File: config.mk
export PLATFORM = sky130hd
export DESIGN_NAME = instr_encoder_loader
export DESIGN_NICKNAME = d
export VERILOG_FILES = /design/src/rtl/instr_encoder_loader.sv
export SDC_FILE = /design/constraint.sdc
export NUM_CORES = 1
export LEC_CHECK = 0
export ABC_AREA = 1
export CORE_UTILIZATION = 40
export DETAILED_ROUTE_END_ITERATION = 8
export GPL_TIMING_DRIVEN = 0
export PLACE_DENSITY_LB_ADDON = 0.08
export SETUP_SLACK_MARGIN = 0.1
export SLEW_MARGIN = 20
export SYNTH_ARGS = -nofsm -noshare
export SYNTH_HDL_FRONTEND = slang
export SYNTH_SLANG_ARGS = --single-unit
File: constraint.sdc
create_clock -name clk -period 3.3 [get_ports clk]
set_input_delay 0.66 -clock clk [delete_from_list [all_inputs] [get_ports clk]]
set_output_delay 0.66 -clock clk [all_outputs]
set_load 0.01 [all_outputs]
File: src/rtl/instr_encoder_loader.sv
// instr_encoder_loader: encodes symbolic MIPS requests (add/sub/and/or/slt/addi/lw/sw/beq)
// into 32-bit words, buffers them in a small FIFO and writes them to instruction memory
// at sequential word addresses.
// Optional feature macro: ENC_HALT_APPEND_EN appends a halt word (beq $0,$0,-1) on finish.
// Ports:
//   clk, rst                  clock, synchronous active-high reset
//   start, finish             start a load (clears addr/err/wrapped), end of requests
//   req_valid/req_ready       request handshake
//   req_op/rs/rt/rd/imm       symbolic instruction request
//   im_we/im_ready            instruction-memory write handshake
//   im_addr, im_wdata         write address and encoded word (FIFO head)
//   done, err, wrapped        load complete, sticky illegal op, sticky address wrap
module instr_encoder_loader #(
  parameter int unsigned ADDR_W = 8,
  parameter int unsigned DEPTH  = 4
) (
  input  logic              clk,
  input  logic              rst,
  input  logic              start,
  input  logic              finish,
  input  logic              req_valid,
  output logic              req_ready,
  input  logic [3:0]        req_op,
  input  logic [4:0]        req_rs,
  input  logic [4:0]        req_rt,
  input  logic [4:0]        req_rd,
  input  logic [15:0]       req_imm,
  output logic              im_we,
  input  logic              im_ready,
  output logic [ADDR_W-1:0] im_addr,
  output logic [31:0]       im_wdata,
  output logic              done,
  output logic              err,
  output logic              wrapped
);

  localparam int unsigned PTR_W     = $clog2(DEPTH);
  localparam int unsigned CNT_W     = PTR_W + 1;
  localparam logic [31:0] HALT_WORD = 32'h1000_FFFF;

  typedef enum logic [1:0] {S_IDLE, S_LOAD, S_FLUSH, S_DONE} state_t;

  state_t             state;
  logic [31:0]        mem [DEPTH];
  logic [PTR_W-1:0]   rd_ptr;
  logic [PTR_W-1:0]   wr_ptr;
  logic [CNT_W-1:0]   count;
  logic [ADDR_W-1:0]  addr_q;
  logic [31:0]        wdata_q;
  logic               err_q;
  logic               wrapped_q;

  logic               full;
  logic               empty;
  logic               accept;
  logic               pop;
  logic               push;
  logic               halt_push;
  logic               halt_pend;
  logic [31:0]        enc_word;
  logic               enc_legal;
  logic [31:0]        push_word;
  logic [CNT_W-1:0]   cnt_after_pop;
  logic [CNT_W-1:0]   next_count;
  logic [PTR_W-1:0]   rd_next;
  logic [31:0]        head_next;

  // Status derived only from registered state, no input-to-output paths
  assign full      = (count == CNT_W'(DEPTH));
  assign empty     = (count == '0);
  assign req_ready = (state == S_LOAD) && !full;
  assign im_we     = !empty && ((state == S_LOAD) || (state == S_FLUSH));
  assign im_addr   = addr_q;
  assign im_wdata  = wdata_q;
  assign done      = (state == S_DONE);
  assign err       = err_q;
  assign wrapped   = wrapped_q;

  assign accept = req_valid && req_ready;
  assign pop    = im_we && im_ready;

  // Instruction encoder
  always_comb begin
    enc_word  = '0;
    enc_legal = 1'b1;
    case (req_op)
      4'd0:    enc_word = {6'h00, req_rs, req_rt, req_rd, 5'h00, 6'h20};
      4'd1:    enc_word = {6'h00, req_rs, req_rt, req_rd, 5'h00, 6'h22};
      4'd2:    enc_word = {6'h00, req_rs, req_rt, req_rd, 5'h00, 6'h24};
      4'd3:    enc_word = {6'h00, req_rs, req_rt, req_rd, 5'h00, 6'h25};
      4'd4:    enc_word = {6'h00, req_rs, req_rt, req_rd, 5'h00, 6'h2A};
      4'd5:    enc_word = {6'h08, req_rs, req_rt, req_imm};
      4'd6:    enc_word = {6'h23, req_rs, req_rt, req_imm};
      4'd7:    enc_word = {6'h2B, req_rs, req_rt, req_imm};
      4'd8:    enc_word = {6'h04, req_rs, req_rt, req_imm};
      default: enc_legal = 1'b0;
    endcase
  end

`ifdef ENC_HALT_APPEND_EN
  // Halt word goes in during FLUSH whenever there is room
  assign halt_push = halt_pend && (state == S_FLUSH) && !full;
`else
  assign halt_pend = 1'b0;
  assign halt_push = 1'b0;
`endif

  assign push      = (accept && enc_legal) || halt_push;
  assign push_word = halt_push ? HALT_WORD : enc_word;

  // Next FIFO head: a word pushed into an (effectively) empty FIFO becomes the head directly
  assign cnt_after_pop = count - CNT_W'(pop);
  assign next_count    = cnt_after_pop + CNT_W'(push);
  assign rd_next       = rd_ptr + PTR_W'(pop);
  assign head_next     = (cnt_after_pop == '0) ? push_word : mem[rd_next];

  always_ff @(posedge clk) begin
    if (rst) begin
      state     <= S_IDLE;
      rd_ptr    <= '0;
      wr_ptr    <= '0;
      count     <= '0;
      addr_q    <= '0;
      wdata_q   <= '0;
      err_q     <= 1'b0;
      wrapped_q <= 1'b0;
`ifdef ENC_HALT_APPEND_EN
      halt_pend <= 1'b0;
`endif
    end else if (start) begin
      // start wins over everything: flush and begin a fresh load
      state     <= S_LOAD;
      rd_ptr    <= '0;
      wr_ptr    <= '0;
      count     <= '0;
      addr_q    <= '0;
      err_q     <= 1'b0;
      wrapped_q <= 1'b0;
`ifdef ENC_HALT_APPEND_EN
      halt_pend <= 1'b0;
`endif
    end else begin
      if (push) begin
        mem[wr_ptr] <= push_word;
        wr_ptr      <= wr_ptr + PTR_W'(1);
      end
      if (pop) begin
        rd_ptr <= rd_next;
        addr_q <= addr_q + ADDR_W'(1);
        if (&addr_q) wrapped_q <= 1'b1;
      end
      count <= next_count;
      // Head word is held when the FIFO drains
      if (next_count != '0) wdata_q <= head_next;
      if (accept && !enc_legal) err_q <= 1'b1;
`ifdef ENC_HALT_APPEND_EN
      if (halt_push) halt_pend <= 1'b0;
`endif
      case (state)
        S_LOAD: begin
          if (finish) begin
            state <= S_FLUSH;
`ifdef ENC_HALT_APPEND_EN
            halt_pend <= 1'b1;
`endif
          end
        end
        S_FLUSH: begin
          if (empty && !halt_pend) state <= S_DONE;
        end
        default: ;
      endcase
    end
  end

endmodule

**Word level (Yosys, flattened, before mapping)**

Memory sizes are Yosys's and may differ from the RTL's.
Index checks and enable logic that the tools add are counted.
W data, S select, Z words.

- Memories kept: 1
- Bits in latches: 0
- Output and inout bits: 45
- Word-level logic and storage cells: 65
- Memory bits (writable): 128
- Flip-flop bits (word level): 51
- ROM bits: 0

- Equality and inequality tests: 16
- Bitwise operators: 1
- Divide/modulo/power cells: 0
- Reductions and logical operators: 22
- Shifts and indexed selects: 0
- Multiplexer cells: 11
- $lt $le $gt $ge: 0
- Add/subtract/negate cells: 5
- Multiply operators: 0

Memories:

| name | depth | width | rd ports | clocked after Yosys merged registers in | wr ports | line | text |
|---|---|---|---|---|---|---|---|
| mem | 4 | 32 | 1 | 0 | 1 | 44 | `logic [31:0] mem [DEPTH];` |

Operators by type and width:

| operator | count |
|---|---|
| $pmux W32 S9 | 1 |
| $mux W32 | 1 |
| $eq A4 B3 Y1 const B | 4 |
| $reduce_and A9 Y1 | 1 |
| $reduce_or A9 Y1 | 1 |
| $add A8 B1 Y8 const B | 1 |
| $eq A4 B2 Y1 const B | 2 |
| $logic_and A1 B1 Y1 | 6 |
| $logic_not A3 Y1 | 2 |
| $mux W1 | 6 |
| $ne A3 B3 Y1 const B | 2 |
| $reduce_and A3 Y1 | 2 |
| $reduce_bool A3 Y1 | 2 |
| $eq A2 B2 Y1 const B | 2 |
| $eq A4 B1 Y1 const B | 1 |
| $eq A4 B4 Y1 const B | 1 |
| $logic_not A4 Y1 | 1 |
| $mux W2 | 2 |
| $ne A2 B2 Y1 const B | 2 |
| $pmux W2 S2 | 1 |
| $add A3 B1 Y3 | 1 |
| $eq A3 B3 Y1 const B | 1 |
| $logic_not A1 Y1 | 3 |
| $sub A3 B1 Y3 | 1 |
| 8 further kinds | 8 |

**Logic depth before layout (Yosys ltp)**

Gate-level depths: netlist (run 1).

- Word-level depth: 9
- Depth in mapped cells: 18
- Mapped depth without buffers: 16

**Worst setup path after synthesis (run 1)**

No wires, ideal clock.

- Kind: in2reg
- From: input req_op[1]
- To: memory mem[0][0], enable pin
- Cell stages on the path: 7
- Setup time: 0.415 ns
- Required time: 2.885 ns
- Arrival time: 2.581 ns
- Slack: 0.304 ns
- Cell sequence: nor2_1 > nand3_1 > nand2_1 > nand3_1 > inv_1 > nand2_1 > nor2_1

- Cells in the longest elaborated chain, start to end: 8
- Elaborated cells between the ends (all ways): 16
- Classes of those cells: eq/ne (8); mux (5); reduce/logical (3)

Ends and longest elaborated chain:

| item | line | text |
|---|---|---|
| start: declaration | 23 | `input logic [3:0] req_op,` |
| $eq A4 B4 Y1 (tied with other cells) | 86 | `case (req_op)` |
| $reduce_or A9 Y1 (no source line) (*) | n/a |  |
| $mux W1 (*) | 86 |  |
| $logic_and A1 B1 Y1 (*) | 108 | `assign push = (accept && enc_legal) \|\| halt_push;` |
| via push | 57 | `logic push;` |
| $mux W1 (*) | 143 | `if (push) begin` |
| $mux W1 (*) | 130 | `end else if (start) begin` |
| $mux W1 (*) | 118 | `if (rst) begin` |
| $mux W1 (implied by the code) (*) | 144 | `mem[wr_ptr] <= push_word;` |
| end: declaration | 44 |  |

The timed path passes the listed nets; every way through them passes the cells marked *.

**Final worst setup path (run 1)**

- From: input req_op[1]
- To: memory mem[2][10], enable pin

Same word-level chain as after synthesis.

==> results_dict.tcl, run 1 <==
set metrics [dict create \
    drt-pass1-iter-count 5 \
    whs_ns 0.460 \
    ff2ff_setup_slack_ns 0.39 \
    hold_viol_final 0 \
    gp_congestion 0.793 \
    finalNonFillerCells 1229 \
    max_cap_viol_count 0 \
    startpoint_type "input pin" \
    p_int_mw 3.54 \
    place_ws_ns -0.153 \
    combinationalPowerShare 0.088 \
    r2r-end "im_wdata[29]" \
    die_w_um 139 \
    row_count 49 \
    routedWlPerCell_um 15.7 \
    power_frac_seq 0.485 \
    syn-cell-area_mm2 0.00754 \
    routed_wl_um 19200 \
    drive_gt1_frac 0.0990 \
    vias 5831 \
    layout.nets 1041 \
    clkPwrFrac 0.427 \
    drv_slew 0 \
    die-area_mm2 0.0194 \
    crit_type "input pin to register" \
    use_met1 0.265 \
    core_mm2 0.0182 \
    critPathCapture "mem[2][10]" \
    syn-mean-instance-area_um2 8.64 \
    p_sw_frac 0.238 \
    tightestPinTransition_ns 0.692 \
    die_height_um 139 \
    crit_path_end_kind "register" \
    syn-num-nets 927 \
    slew_headroom 0.539 \
    r2r_cells 16 \
    clkTransAtPathRegs_ns 0.06 \
    final_util 0.520 \
    grt_setup_unrepaired "no" \
    grtUsageMet3 0.0416 \
    cts-root-buf "clkbuf_16" \
    cts_buffers 17 \
    fillers 1706 \
    synth.distinct_cells 25 \
    cp_data_required_time_ns 3.44 \
    grt_pass1_wl_um 29500 \
    worst_slack_ns 0.323 \
    ys_warn_count 0 \
    fin_crit_ns 2.98 \
    grt-ovfl-total 0 \
    pin_count 86 \
    hp-class "register to register" \
    clock_latency_ns 0.43 \
    clockBufferDepth 2 \
    grtUsageTotal 0.206 \
    final.setup.tns_ns 0 \
    antenna_found_initial 0 \
    cts_max_level 4 \
    vdd_drop_max_v 0.000359 \
    finalSetupViolations 0 \
    ant_nets 0 \
    start_util 0.414 \
    clock_sinks 164 \
    use_met2 0.330 \
    p_per_area_mw_per_mm2 490 \
    reg2reg_from "state[0]" \
    cts_tree "yes" \
    crit_path_start "req_op[1]" \
    grt_pass1_vias 5408 \
    num_antenna_cells 0 \
    final.setup_skew_ns 0.00730 \
    busiest_layer "met2" \
    portBuffers 84 \
    ys_seq_elements 164 \
    p_leak_nw 4.06 \
    cp.arrival_ns 3.11 \
    grt_max_degree 19 \
    status "finished, final reports clean" \
    drc 0 \
    fmax_ghz 0.336 \
    drtIter0Drc 300 \
    hpwlAfterDp_um 13000 \
    fin_crit_sh 0.902 \
    seq_area_frac_synth 0.589 \
    dp_cells 1190 \
    syn_to_final_growth_pct 25.6 \
    worstPathMaxFanout 17 \
    p_sw_mw 1.10 \
    via_per_inst 4.74 \
    syn_inst 873 \
]
how the worst min path moves through the flow:
stage,start,endpoint,slack (ns),cells after the start
floorplan,rd_ptr[0],rd_ptr[0],0.45,2
global placement,wrapped,wrapped,0.44,2
detailed placement,wrapped,wrapped,0.45,2
CTS,wrapped,wrapped,0.46,2
global route,rd_ptr[0],rd_ptr[0],0.50,2
finish,wrapped,wrapped,0.46,2
routing by layer:
| layer | part of all wire | vias to the layer above | wire length, µm |
|---|---|---|---|
| met5 | 0 | - | 0 |
| met4 | 0.031 | 0 | 597 |
| met3 | 0.039 | 30 | 742 |
| met2 | 0.47 | 123 | 9010 |
| met1 | 0.46 | 2686 | 8890 |
| li1 | - | 2992 | - |
registers in the layout (all words and copies together), names as in the netlist:
name,flops
mem,116
im_wdata,29
im_addr,8
count,3
rd_ptr,2
state,2
wr_ptr,2
err,1
wrapped,1
synth_stat cells, drive strengths merged:
cell,instances,share of area
conb,1,0.00050
a31oi,2,0.0017
edfxtp,116,0.46
nor3,2,0.0013
xnor2,1,0.0012
nand3,87,0.060
o21a,1,0.0010
o21ai,6,0.0040
a21oi,22,0.015
nand2,354,0.18
inv,95,0.047
nor2,80,0.040
dfxtp,48,0.13
clkbuf,8,0.0040
nor4,1,0.00083
xor2,2,0.0023
nand4,1,0.00083
buf,33,0.029
ha,13,0.022
through the flow:
| stage | instance area [µm²] | total power, mW |
|---|---|---|
| 6_report | 9470 | 4.64 |
| 5_1_grt | 9470 | 4.80 |
| 4_1_cts | 9390 | 4.67 |
| 3_5_place_dp | 8810 | 2.70 |
| 3_3_place_gp | 8670 | 2.70 |
| 2_1_floorplan | 7540 | 2.51 |
critical path, cell delays in order:
cell	delay, ns
clkdlybuf4s50_1	0.47
nor2_1	0.16
nand3_1	0.14
nand2_1	0.23
nand3_1	0.15
inv_1	0.18
nand2_1	0.26
nor2_4	0.61
buf_16	0.23
area by class of cell:
| type | count | area (µm²) | share of cell area |
|---|---|---|---|
| sequential | 164 | 4440 | 0.469 |
| multi-input combinational | 573 | 2520 | 0.266 |
| timing repair buffer | 95 | 1030 | 0.109 |
| clock buffer | 18 | 429 | 0.0453 |
| inverter | 95 | 357 | 0.0377 |
| tap | 229 | 287 | 0.0303 |
| buffer | 41 | 250 | 0.0264 |
| clock inverter | 14 | 154 | 0.0163 |
timing repair:
item / 4_1_cts / 5_1_grt
setup buffers: 0 / 7
setup endpoints to repair: 0 / 13
resized for setup: 0 / 1
hold buffers: 0 / 0
power by group through the flow:
stage | clock (mW) | sequential, mW | combinational [mW]
2_1_floorplan | 0 | 2.31 | 0.205
3_3_place_gp | 0 | 2.30 | 0.402
3_5_place_dp | 0 | 2.30 | 0.405
4_1_cts | 2.01 | 2.25 | 0.408
5_1_grt | 2.09 | 2.25 | 0.453
6_report | 1.98 | 2.25 | 0.409
cell usage in the layout, fill, tap and decap left out, drive strengths merged:
cell           synthesis  final
a21oi                 22     22
a31oi                  2      2
buf                   33     43
bufinv                 0      2
clkbuf                 8     27
clkdlybuf4s50          0     84
clkinv                 0      5
clkinvlp               0      3
conb                   1      1
dfxtp                 48     48
edfxtp               116    116
ha                    13     13
inv                   95     99
nand2                354    354
nand3                 87     87
nand4                  1      1
nor2                  80     80
nor3                   2      2
nor4                   1      1
o21a                   1      1
o21ai                  6      6
xnor2                  1      1
xor2                   2      2
logic make-up after synthesis:
logic type	Yosys count	share of synthesized area
compound gates	31	0.0217
xor+xnor	3	0.00349
fa+ha+maj	13	0.0216
buf+inv	136	0.0802
flops	164	0.589
other cells	1	0.000497
simple gates	525	0.283
(Power assumes the default switching activity.)
==> inputs of run 2 (changes only) <==
--- a/config.mk
+++ b/config.mk
@@ -6,12 +6,15 @@
 export NUM_CORES = 1
 export LEC_CHECK = 0
 export ABC_AREA = 1
-export CORE_UTILIZATION = 40
+export CELL_PAD_IN_SITES_DETAIL_PLACEMENT = 2
+export CELL_PAD_IN_SITES_GLOBAL_PLACEMENT = 2
+export CORE_UTILIZATION = 34
 export DETAILED_ROUTE_END_ITERATION = 8
-export GPL_TIMING_DRIVEN = 0
+export GPL_TIMING_DRIVEN = 1
 export PLACE_DENSITY_LB_ADDON = 0.08
 export SETUP_SLACK_MARGIN = 0.1
 export SLEW_MARGIN = 20
 export SYNTH_ARGS = -nofsm -noshare
 export SYNTH_HDL_FRONTEND = slang
 export SYNTH_SLANG_ARGS = --single-unit
+export TNS_END_PERCENT = 5
==> results_dict.tcl, run 2 (synthesized netlist as in run 1, its figures left out) <==
set metrics [dict create \
    cts_max_level 4 \
    r2r_cells 16 \
    syn_to_final_growth_pct 25.1 \
    cp.arrival_ns 3.26 \
    status "finished, final reports clean" \
    pin_count 86 \
    vdd_drop_max_v 0.000382 \
    largest_reg_flops 116 \
    routed_wl_um 22900 \
    post-cts-setup-buffers 0 \
    layout.nets 1014 \
    die-area_mm2 0.0228 \
    startpoint_type "register" \
    routedWlPerCell_um 18.3 \
    whs_endpoint "wrapped" \
    core_mm2 0.0218 \
    portBuffers 84 \
    cp_cell_sequence "inv_1 > ha_1 > inv_1 > nand3_1 > inv_1 > ha_1 > ha_1 > inv_1 > ha_1 > nor2_1 > nand3_2 > nand2_2 > buf_12 > nand2_2 > nand2_1 > nor2_1" \
    grt_pass1_wl_um 36100 \
    hpwlAfterDp_um 15100 \
    hold_depth 2 \
    clock_sinks 164 \
    final.setup_skew_ns 0.00886 \
    p_leak_nw 4.00 \
    final.setup.tns_ns 0 \
    crit_buf_inv 5 \
    slew_headroom 0.629 \
    finalNonFillerCells 1253 \
    via_per_inst 4.85 \
    fillers 2411 \
    reg2reg_from "state[0]" \
    crit_type "register to register" \
    clockBufferDepth 2 \
    drtIter0Drc 140 \
    place_ws_ns -0.0406 \
    drt-pass1-iter-count 4 \
    min_from "wrapped" \
    grt_max_degree 49 \
    post-route-cell-area_mm2 0.00943 \
    max_cap_viol_count 0 \
    fmax_ghz 0.342 \
    crit_path_max_incr_delay_ns 0.38 \
    gp_congestion 0.748 \
    drc 0 \
    layout_commonest_cell "nand2_1" \
    cts-root-buf "clkbuf_16" \
    layout_common_cells "341 x nand2_1, 116 x edfxtp_1, 92 x inv_1" \
    row_count 54 \
    ant_nets 0 \
    grt_pass1_vias 6667 \
    placed_area_mm2 0.00880 \
    p_per_area_mw_per_mm2 515 \
    grtUsageTotal 0.215 \
    die_w_um 151 \
    hp-class "register to register" \
    ff2ff_setup_slack_ns 0.37 \
    die_height_um 151 \
    tightestPinTransition_ns 0.556 \
    crit_path_end_kind "register" \
    cp_data_required_time_ns 3.63 \
    cts_resized 0 \
    hold_viol_final 0 \
    fin_crit_ns 2.93 \
    dp_cells 1221 \
    worstPathMaxFanout 20 \
    worst_slack_ns 0.374 \
    drv_slew 0 \
    grt_setup_unrepaired "no" \
    slowest_stage "dfxtp_1" \
    num_antenna_cells 0 \
    clkTransAtPathRegs_ns 0.07 \
    crit_family "adder cells" \
    r2r-end "im_wdata[24]" \
    clock_latency_ns 0.44 \
    cts_buffers 17 \
    drive_gt1_frac 0.0812 \
    cts_tree "yes" \
    cts_hold_buf 0 \
    start_util 0.347 \
    vias 6073 \
    grt-ovfl-total 0 \
    top_register "mem" \
    fin_crit_sh 0.887 \
    finalSetupViolations 0 \
    antenna_found_initial 0 \
]
[run 2: cell type report]
cell class	instances	area (µm²)	share of cell area
multi-input cells	573	2500	0.265
inverters	95	357	0.0378
flip-flops and latches	164	4440	0.471
clock buffers	18	429	0.0455
repair buffers	109	1140	0.121
clock inverters	14	209	0.0221
well taps	280	350	0.0371
[run 2: worst max-delay path by stage]
stage	start	to	slack, ns	depth (start not counted)
after CTS	state[0]	im_wdata[24]	0.33	16
final	state[0]	im_wdata[24]	0.37	16
after detailed placement	req_op[0]	im_wdata[29]	-0.04	15
after floorplan	req_op[1]	mem[0][0]	0.30	7
after global routing	state[0]	im_wdata[24]	0.12	16
after global placement	req_op[0]	im_wdata[28]	0.10	15
[run 2: report_power, final]
part | internal (mW) | switching, mW | leakage, nW | total [mW]
Sequential | 2.24 | 0.0177 | 1.44 | 2.25
Combinational | 0.173 | 0.244 | 2.26 | 0.417
Clock | 1.34 | 0.846 | 0.305 | 2.18
[run 2: through the flow]
stage	hold slack, ns	util	power, mW
floorplan	0.449	-	2.51
global placement	0.451	0.404	2.70
detailed placement	0.465	0.404	2.72
CTS	0.483	0.434	4.91
global route	0.493	0.434	5.04
finish	0.466	0.434	4.85
[run 2: metal layers]
metal / wire (µm) / up-vias / GRT usage
met5: 0 / - / 0
met2: 11900 / 89 / 0.385
met1: 10100 / 3040 / 0.262
met4: 250 / 0 / 0.0700
met3: 613 / 16 / 0.0355
li1: - / 2928 / -
[run 2: worst reg2reg max path: cells and delay by family, from the launching register on]
kind / cells / cell delay (ns)
buf+inv: 5 / 0.49
flops: 1 / 0.38
fa+ha+maj: 4 / 1.11
simple gates: 7 / 0.84
==> inputs of run 3 (changes only) <==
--- a/config.mk
+++ b/config.mk
@@ -5,10 +5,9 @@
 export SDC_FILE = /design/constraint.sdc
 export NUM_CORES = 1
 export LEC_CHECK = 0
-export ABC_AREA = 1
 export CELL_PAD_IN_SITES_DETAIL_PLACEMENT = 2
 export CELL_PAD_IN_SITES_GLOBAL_PLACEMENT = 2
-export CORE_UTILIZATION = 34
+export CORE_UTILIZATION = 39
 export DETAILED_ROUTE_END_ITERATION = 8
 export GPL_TIMING_DRIVEN = 1
 export PLACE_DENSITY_LB_ADDON = 0.08
==> results_dict.tcl, run 3 <==
set metrics [dict create \
    status "finished with violations" \
    failed_checks "design-rule violations" \
    layout.nets 695 \
    routedWlPerCell_um 22.7 \
    synth_edf_count 116 \
    ys.flop_type "edfxtp_1" \
    syn-mean-instance-area_um2 13.2 \
    crit_buf_inv 3 \
    cp_data_required_time_ns 3.62 \
    cts-root-buf "clkbuf_16" \
    drt-met1-wl_um 8960 \
    grt_max_degree 31 \
    die-area_mm2 0.0191 \
    wl_met3_um 423 \
    num_antenna_cells 0 \
    die_height_um 138 \
    drive_gt1_frac 0.150 \
    cp_common_cell "ha_1" \
    worstPathMaxFanout 21 \
    fin_crit_sh 0.930 \
    syn_inst 546 \
    crit_family "simple AND/OR/NAND/NOR gates" \
    crit_path_end_kind "register" \
    p_leak_nw 3.02 \
    pin_count 86 \
    clkTransAtPathRegs_ns 0.07 \
    max_cap_viol_count 0 \
    seq_area_frac_synth 0.614 \
    layout_commonest_cell "edfxtp_1" \
    clock_sinks 164 \
    portBuffers 84 \
    wl_met2_um 10400 \
    dp_cells 851 \
    multi_input_area_mm2 0.00254 \
    synth_common_cells "116 x edfxtp_1, 50 x nor2_1, 48 x dfxtp_1, 37 x a21oi_1, 36 x mux2i_1" \
    crit_type "register to register" \
    hp-class "register to register" \
    seq_area_mm2 0.00445 \
    ant_nets 0 \
    fmax_ghz 0.326 \
    drc 9 \
    top_register "mem" \
    syn_to_final_growth_pct 25.8 \
    netlist.area_leader.share 0.482 \
    tightestPinTransition_ns 0.603 \
    crit_path_max_incr_delay_ns 0.49 \
    clock_latency_ns 0.43 \
    layout_common_cells "116 x edfxtp_1, 84 x clkdlybuf4s50_1, 49 x nor2_1" \
    synth.distinct_cells 59 \
    top_layer "met4" \
    grt_setup_unrepaired "yes" \
    syn-cell-area_mm2 0.00723 \
    ys_seq_elements 164 \
    cts_buffers 17 \
    cts_resized 0 \
    cts_tree "yes" \
    via_per_inst 5.55 \
    drtIter0Drc 245 \
    syn-num-nets 600 \
    cp_cell_sequence "or3_1 > and3_1 > ha_1 > ha_1 > inv_1 > ha_1 > nor2_1 > buf_4 > a21oi_4 > buf_12 > nor2_1 > a311oi_1" \
    largest_reg_flops 116 \
    synth_top_area_cell "edfxtp_1" \
    finalSetupViolations 0 \
    cts_hold_buf 0 \
    hpwlAfterDp_um 12400 \
    grt_pass1_vias 5648 \
    antenna_found_initial 0 \
    vias 4899 \
    startpoint_type "register" \
    slowest_stage "or3_1" \
    cp.arrival_ns 3.39 \
    async_flop_share 0 \
    row_count 49 \
    die_w_um 138 \
    final.setup_skew_ns 0.0120 \
    start_util 0.400 \
    grt-ovfl-total 0 \
    clockBufferDepth 2 \
    synth.most_common_cell "edfxtp_1" \
    finalNonFillerCells 883 \
    whs_ns 0.482 \
    p_per_area_mw_per_mm2 517 \
    core_mm2 0.0181 \
    routed_wl_um 20000 \
    slew_headroom 0.595 \
    cts_max_level 4 \
    gp_congestion 0.731 \
    post-cts-setup-buffers 0 \
    ys_warn_count 0 \
    synth_area_leaders "edfxtp_1 48%, dfxtp_1 13%, mux2i_1 5.0%" \
    drv_slew 0 \
    grtUsageTotal 0.222 \
    grt_pass1_wl_um 32000 \
    fillers 1725 \
    drt-pass1-iter-count 6 \
    vdd_drop_max_v 0.000376 \
    fin_crit_ns 3.07 \
    hold_viol_final 0 \
]
[run 3: cell types whose count changed after synthesis, sizes merged, moves of 16 or more]
cell,change
nand2,-341
inv,-79
nand3,-79
mux2i,+36
nor2,-30
and2,+24
a211oi,+21
a21oi,+16
[run 3: final cells by class]
cell class | instances | area share
flip-flops and latches | 164 | 0.489
multi-input cells | 330 | 0.279
repair buffers | 112 | 0.128
clock buffers | 17 | 0.0468
clock inverters | 15 | 0.0197
inverters | 16 | 0.00660
well taps | 229 | 0.0315
[run 3: cells by family (layout without fill, tap and decap cells)]
logic type | count (synthesis) | count (layout) | synth area share
AOI/OAI and AO/OA | 114 | 114 | 0.108
xor gates and xnor gates | 10 | 10 | 0.0166
adders and majority gates | 13 | 13 | 0.0225
buffers and inverters | 52 | 160 | 0.0375
DFF | 164 | 164 | 0.614
muxes | 50 | 50 | 0.0919
other | 1 | 1 | 0.000518
and+or+nand+nor | 142 | 142 | 0.108
[run 3: power breakdown]
group	internal, mW	leakage (nW)	switching, mW
clock network	1.20	0.291	0.857
registers	2.24	1.45	0.0202
logic	0.184	1.28	0.210
[run 3: worst paths after layout]
check	start	endpoint	slack, ns	cells past startpoint
worst max-delay path	count[2]	im_wdata[4]	0.23	12
worst min-delay path	wrapped	wrapped	0.48	2
worst max register to register	count[2]	im_wdata[4]	0.23	12
worst min register to register	wrapped	wrapped	0.48	2
[run 3: stage by stage]
step                power (mW)  setup TNS [ns]  area (µm²)  utilization  worst slack (ns)
global placement          2.67               0        8470        0.469             0.173
floorplan                 2.49               0        7230            -             0.409
detailed placement        2.69         -0.0626        8470        0.469           -0.0488
finish                    4.70               0        9100        0.503             0.231
global route              4.85               0        9100        0.503            0.0799
CTS                       4.74               0        9080        0.502             0.194
[run 3: tightest hold or removal path, stage by stage, from the launching register on]
cell     delay (ns)
dfxtp_1        0.33
a21oi_1        0.04
nor2_1         0.07
[run 3: layer usage]
metal,up-vias,GRT usage
li1,2244,-
met2,70,0.396
met3,20,0.0381
met1,2565,0.273
met5,-,0
met4,0,0.0680
